[src/rtl/ni_packetizer.sv]
// ni_packetizer: NI transmitter turning PE message requests into a
// head/body/tail flit stream with per-VC credit flow control.
// Optional build macro PKTZ_STATS_EN adds pkt_sent_cnt and stall_cnt outputs.
//
// Handshakes: a transfer happens in a cycle where valid and ready are both
// high at the rising edge; valid never depends on ready, and ready may be
// raised or lowered by the block without regard to valid.
module ni_packetizer #(
   parameter int BUF_DEPTH    = 4,
   parameter int MAX_LEN      = 16,
   parameter int PKT_ID_START = 1
) (
   input  logic        clk,
   input  logic        rst,
   input  logic [2:0]  curr_x,
   input  logic [2:0]  curr_y,
   input  logic        req_valid,
   output logic        req_ready,
   input  logic [2:0]  req_dest_x,
   input  logic [2:0]  req_dest_y,
   input  logic [5:0]  req_len,
   input  logic        data_valid,
   output logic        data_ready,
   input  logic [47:0] data_in,
   input  logic [1:0]  credit_return,
   output logic [63:0] flit_out,
   output logic        flit_valid,
   output logic [1:0]  flit_vc,
   output logic        busy,
   output logic        err_len,
   output logic        credit_err
`ifdef PKTZ_STATS_EN
   ,
   output logic [15:0] pkt_sent_cnt,
   output logic [15:0] stall_cnt
`endif
);

   typedef enum logic [1:0] {
      IDLE = 2'd0,
      HEAD = 2'd1,
      DATA = 2'd2
   } state_t;

   localparam logic [3:0] CREDIT_MAX = 4'(BUF_DEPTH);
   localparam logic [5:0] LEN_MAX    = 6'(MAX_LEN);
   localparam logic [6:0] ID_START   = 7'(PKT_ID_START);

   state_t     state;
   state_t     state_next;

   logic [3:0] credit0;
   logic [3:0] credit1;
   logic [2:0] dest_x_q;
   logic [2:0] dest_y_q;
   logic [5:0] len_q;
   logic [5:0] word_idx;      // index (1-based) of the next payload word
   logic [6:0] pkt_id;
   logic       vc_q;          // VC locked for the packet in flight

   logic       len_ok;
   logic       req_fire;
   logic       head_fire;
   logic       head_vc;
   logic       data_fire;
   logic       tail_fire;
   logic       vc_has_credit;
   logic       sent0;
   logic       sent1;

   // Credit arithmetic: send consumes, return restores, both cancel; a
   // return into a full counter saturates (the caller flags the overflow).
   function automatic logic [3:0] credit_next(input logic [3:0] cnt,
                                              input logic       sent,
                                              input logic       ret);
      logic [3:0] nxt;
      nxt = cnt;
      if (sent && !ret) begin
         nxt = cnt - 4'd1;
      end else if (!sent && ret && (cnt != CREDIT_MAX)) begin
         nxt = cnt + 4'd1;
      end
      return nxt;
   endfunction

   // FSM state register
   always_ff @(posedge clk) begin
      if (rst) begin
         state <= IDLE;
      end else begin
         state <= state_next;
      end
   end

   // FSM next-state and handshake/fire decode
   always_comb begin
      state_next    = state;
      req_ready     = 1'b0;
      data_ready    = 1'b0;
      busy          = 1'b0;
      req_fire      = 1'b0;
      head_fire     = 1'b0;
      head_vc       = 1'b0;
      data_fire     = 1'b0;
      tail_fire     = 1'b0;
      len_ok        = (req_len != 6'd0) && (req_len <= LEN_MAX);
      vc_has_credit = vc_q ? (credit1 != 4'd0) : (credit0 != 4'd0);
      case (state)
         IDLE: begin
            req_ready = 1'b1;
            req_fire  = req_valid;
            if (req_valid && len_ok) begin
               state_next = HEAD;
            end
         end
         HEAD: begin
            busy = 1'b1;
            // VC0 preferred; VC1 only when VC0 has no space
            if (credit0 != 4'd0) begin
               head_fire  = 1'b1;
               head_vc    = 1'b0;
               state_next = DATA;
            end else if (credit1 != 4'd0) begin
               head_fire  = 1'b1;
               head_vc    = 1'b1;
               state_next = DATA;
            end
         end
         DATA: begin
            busy       = 1'b1;
            data_ready = vc_has_credit;
            if (data_valid && vc_has_credit) begin
               data_fire = 1'b1;
               if (word_idx == len_q) begin
                  tail_fire  = 1'b1;
                  state_next = IDLE;
               end
            end
         end
         default: begin
            state_next = IDLE;
         end
      endcase
   end

   assign sent0 = (head_fire && !head_vc) || (data_fire && !vc_q);
   assign sent1 = (head_fire &&  head_vc) || (data_fire &&  vc_q);

   // Per-VC credit counters and overflow pulse
   always_ff @(posedge clk) begin
      if (rst) begin
         credit0    <= CREDIT_MAX;
         credit1    <= CREDIT_MAX;
         credit_err <= 1'b0;
      end else begin
         credit0    <= credit_next(credit0, sent0, credit_return[0]);
         credit1    <= credit_next(credit1, sent1, credit_return[1]);
         credit_err <= (credit_return[0] && !sent0 && (credit0 == CREDIT_MAX)) ||
                       (credit_return[1] && !sent1 && (credit1 == CREDIT_MAX));
      end
   end

   // Request latch, flit assembly and packet ID sequencing
   always_ff @(posedge clk) begin
      if (rst) begin
         flit_out   <= 64'd0;
         flit_valid <= 1'b0;
         flit_vc    <= 2'b00;
         err_len    <= 1'b0;
         pkt_id     <= ID_START;
         dest_x_q   <= 3'd0;
         dest_y_q   <= 3'd0;
         len_q      <= 6'd0;
         word_idx   <= 6'd0;
         vc_q       <= 1'b0;
      end else begin
         flit_valid <= head_fire || data_fire;
         err_len    <= req_fire && !len_ok;
         if (req_fire && len_ok) begin
            dest_x_q <= req_dest_x;
            dest_y_q <= req_dest_y;
            len_q    <= req_len;
            word_idx <= 6'd1;
         end
         if (head_fire) begin
            vc_q     <= head_vc;
            flit_vc  <= {1'b0, head_vc};
            flit_out <= {dest_y_q, dest_x_q, 3'b000, pkt_id,
                         curr_y, curr_x, len_q, 36'd0};
         end
         if (data_fire) begin
            flit_vc  <= {1'b0, vc_q};
            flit_out <= {dest_y_q, dest_x_q, (tail_fire ? 3'b010 : 3'b001),
                         pkt_id, data_in};
            word_idx <= word_idx + 6'd1;
         end
         // ID 0 is skipped so a head to (0,0) is never an all-zero word
         if (tail_fire) begin
            pkt_id <= (pkt_id == 7'd127) ? 7'd1 : (pkt_id + 7'd1);
         end
      end
   end

`ifdef PKTZ_STATS_EN
   logic stall_now;
   assign stall_now = ((state == HEAD) && (credit0 == 4'd0) && (credit1 == 4'd0)) ||
                      ((state == DATA) && !vc_has_credit);

   // Packet and credit-stall statistics
   always_ff @(posedge clk) begin
      if (rst) begin
         pkt_sent_cnt <= 16'd0;
         stall_cnt    <= 16'd0;
      end else begin
         if (tail_fire) begin
            pkt_sent_cnt <= pkt_sent_cnt + 16'd1;
         end
         if (stall_now && (stall_cnt != 16'hFFFF)) begin
            stall_cnt <= stall_cnt + 16'd1;
         end
      end
   end
`endif

endmodule

[config.mk]
export PLATFORM = sky130hd
export DESIGN_NAME = ni_packetizer
export DESIGN_NICKNAME = d
export VERILOG_FILES = /design/src/rtl/ni_packetizer.sv
export SDC_FILE = /design/constraint.sdc
export NUM_CORES = 1
export LEC_CHECK = 0
export ABC_AREA = 1
export CAP_MARGIN = 10
export CORE_MARGIN = 4
export CORE_UTILIZATION = 51
export CTS_BUF_LIST = sky130_fd_sc_hd__clkbuf_2 sky130_fd_sc_hd__clkbuf_4 sky130_fd_sc_hd__clkbuf_8
export CTS_CLUSTER_DIAMETER = 150
export CTS_CLUSTER_SIZE = 12
export DETAILED_ROUTE_END_ITERATION = 16
export HOLD_SLACK_MARGIN = 0.02
export PLACE_DENSITY = 0.91
export SYNTH_ARGS = -nofsm -noshare
export SYNTH_HDL_FRONTEND = slang
export SYNTH_SLANG_ARGS = --single-unit
[constraint.sdc]
create_clock -name clk -period 2.6 [get_ports clk]
set_input_delay 0.52 -clock clk [delete_from_list [all_inputs] [get_ports clk]]
set_output_delay 0.52 -clock clk [all_outputs]
set_load 0.005 [all_outputs]
==> flow_metrics.tcl <==
set metrics [dict create \
    status "finished clean" \
    ys_ff_latch 103 \
    core_region_area_um2 8382 \
    start_util_pct 53.37 \
    die_area_um2 10330 \
    routed_wl_um 11940 \
    crit_path_end_kind "output port" \
    cts_root_buf "clkbuf_8" \
    synthMuxAreaShare_pct 1.343 \
    rr_worst_depth 10 \
    fp.dieW_um 101.7 \
    p_total_mw 5.071 \
    synth_edf_count 0 \
    p_sw_share_pct 36.83 \
    final.setup.tns_ns 0 \
    synth.most_common_cell "nand2_1" \
    grt_use_total_pct 22.99 \
    clk-insertion-delay-late_ns 0.37 \
    cp.arrival_ns 1.95 \
    ys_top_cells_by_area "dfxtp_1 46%, nand2_1 12%, a21oi_1 6.9%" \
    seqPwrFrac_pct 40.1 \
    clock_path_buffers 2 \
    overflow 0 \
    num_vias 4350 \
    worstPathMaxFanout 4 \
    yosysUniqueCellTypes 41 \
    p_sw_mw 1.868 \
    async_flop_share_pct 0 \
    synth_largest_area_cell "dfxtp_1" \
    combPwrFrac_pct 39.2 \
    met2_usage_pct 42.40 \
    final_nets 800 \
    antenna_found_initial 0 \
    peakVddDrop_mv 0.5203 \
    finClkSkew_ns 0.01509 \
    drc 0 \
    diodes 0 \
    cts-resized-gates 0 \
    r2r-start "state[0]" \
    synth_commonest_cells "144 x nand2_1, 103 x dfxtp_1, 62 x a21oi_1" \
    nFillCells 642 \
    synthXorXnorAreaFrac_pct 1.958 \
    drv_cap 0 \
    netlist_area_um2 4473 \
    boundaryPins 144 \
    cts_setup_buffers 0 \
    synth_ff_type "dfxtp_1" \
    std_cell_rows 33 \
    drt_pass1_iterations 5 \
    grt_use_met3_pct 4.201 \
    routedWlPerCell_um 14.37 \
    critPathLaunchType "flop" \
    rsz0062_at_grt "false" \
    port_buffers 141 \
    use_met1_pct 26.55 \
    hold_viol 0 \
    grt_pass1_vias 4243 \
    viasPerCell 5.235 \
    power.share.clock_pct 20.7 \
    synth_compound_area_share_pct 14.57 \
    report.final.slew_viol_count 0 \
    crit_start "state[0]" \
    cts_tree "built" \
    internal_power_mw 3.203 \
    gp_congestion 0.8778 \
    max_freq_ghz 0.4045 \
    area_growth_pct 37.23 \
    cp.required_ns 2.08 \
    min_path_type "flop to flop" \
    grt_pass1_wl_um 19260 \
    post_route_cells_drive_above_1_share_pct 7.989 \
    power.density_nw_per_um2 826.1 \
    leakage_nw 2.396 \
    synthAdderAreaFrac_pct 1.958 \
    die_h_um 101.7 \
    syn_inst 587 \
    synth_top_family_by_area "simple AND/OR/NAND/NOR gates" \
    hpwl_um 9010 \
    drt_iter0_markers 231 \
    path_clk_slew_ns 0.10 \
    yosys.area_share.simple_pct 26.41 \
    r2r_end "flit_out[50]" \
    htreeDepth 3 \
    cts_num_sinks 103 \
    crit_type "flop to output port" \
    crit_end "data_ready" \
    regToRegSetupSlack_ns 0.58 \
    hold_slack_ns 0.4683 \
    postRouteAntennaNets 0 \
    holdBufCountCts 0 \
    seq_area_frac_synth_pct 46.10 \
    finalCritPeriodShare_pct 95.10 \
    syn_avg_cell_area_um2 7.620 \
    yosys_warnings 0 \
    cts_buffers 9 \
    synth_top_area_share_pct 46.10 \
    fin_util_pct 73.23 \
    fin_crit_ns 2.472 \
    grt_max_degree 47 \
    grt_busiest_layer "met2" \
    timing.final.setup_violations 0 \
]
-- power groups by stage --
stage	clock network [mW]	logic [mW]	registers (mW)
3_5_place_dp	0	1.98	2.06
3_3_place_gp	0	1.89	2.05
6_report	1.05	1.99	2.03
4_1_cts	1.08	1.99	2.03
2_1_floorplan	0	1.17	2.05
5_1_grt	1.14	2.20	2.06
-- layer usage --
| layer | part of all wire (%) | wire (µm) |
|---|---|---|
| met5 | 0 | 0 |
| met4 | 1.3 | 161 |
| met3 | 5.8 | 693 |
| met2 | 52 | 6213 |
| met1 | 41 | 4874 |
-- logic make-up after synthesis --
kind of cell	after synthesis
other	1
AO/OA/AOI/OAI	119
XOR/XNOR	10
flip-flops	103
adder cells (fa/ha/maj)	7
AND/OR/NAND/NOR	266
buffers and inverters	75
multiplexers	6
-- flip-flops by register name, summed over array words and instances (netlist names) --
name and count:
flit_out 63, pkt_id 7, len_q 6, word_idx 6
credit0 4, credit1 4, dest_x_q 3, dest_y_q 3
state 2, credit_err 1, err_len 1, flit_valid 1
flit_vc 1, vc_q 1
-- metrics by stage --
stage	instance area, µm²	instances	setup WS [ns]
2_1_floorplan	4477	588	0.8777
3_3_place_gp	5928	815	0.2633
3_5_place_dp	5928	815	0.1663
4_1_cts	6138	831	0.1171
5_1_grt	6138	831	0.01989
6_report	6138	831	0.1275
-- cells in the final DEF (no fill, tap or decap), drive strengths merged, types with 8 or more instances in the layout --
master,netlist,final
a21oi,65,65
buf,16,9
clkbuf,11,9
clkdlybuf4s50,0,140
dfxtp,103,103
inv,47,51
nand2,156,156
nand3,28,28
nor2,64,64
nor3,8,8
o21ai,38,38
xor2,8,8
-- final cells by class --
| cell class | count | area [µm²] | share of cell area, % |
|---|---|---|---|
| tap | 105 | 131.4 | 2.140 |
| clock buffer | 9 | 123.9 | 2.018 |
| sequential | 103 | 2062 | 33.59 |
| timing repair buffer | 149 | 1479 | 24.09 |
| inverter | 48 | 180.2 | 2.935 |
| clock inverter | 7 | 86.33 | 1.406 |
| multi-input combinational | 410 | 2076 | 33.82 |
-- worst min path at each step --
stage	slack, ns	cells past startpoint	startpoint	end
2_1_floorplan	0.45	2	dest_x_q[0]	dest_x_q[0]
5_1_grt	0.48	2	flit_out[15]	flit_out[15]
4_1_cts	0.47	2	flit_out[2]	flit_out[2]
6_report	0.47	2	flit_out[2]	flit_out[2]
3_3_place_gp	0.45	2	flit_out[9]	flit_out[9]
3_5_place_dp	0.45	2	flit_out[3]	flit_out[3]
-- critical path, stage by stage (launching register included) --
cell             delay [ns]
dfxtp_1                0.35
inv_1                  0.09
ha_1                   0.28
inv_1                  0.15
a21oi_4                0.19
clkdlybuf4s50_1        0.54
Power figures use the tool's default switching activity.
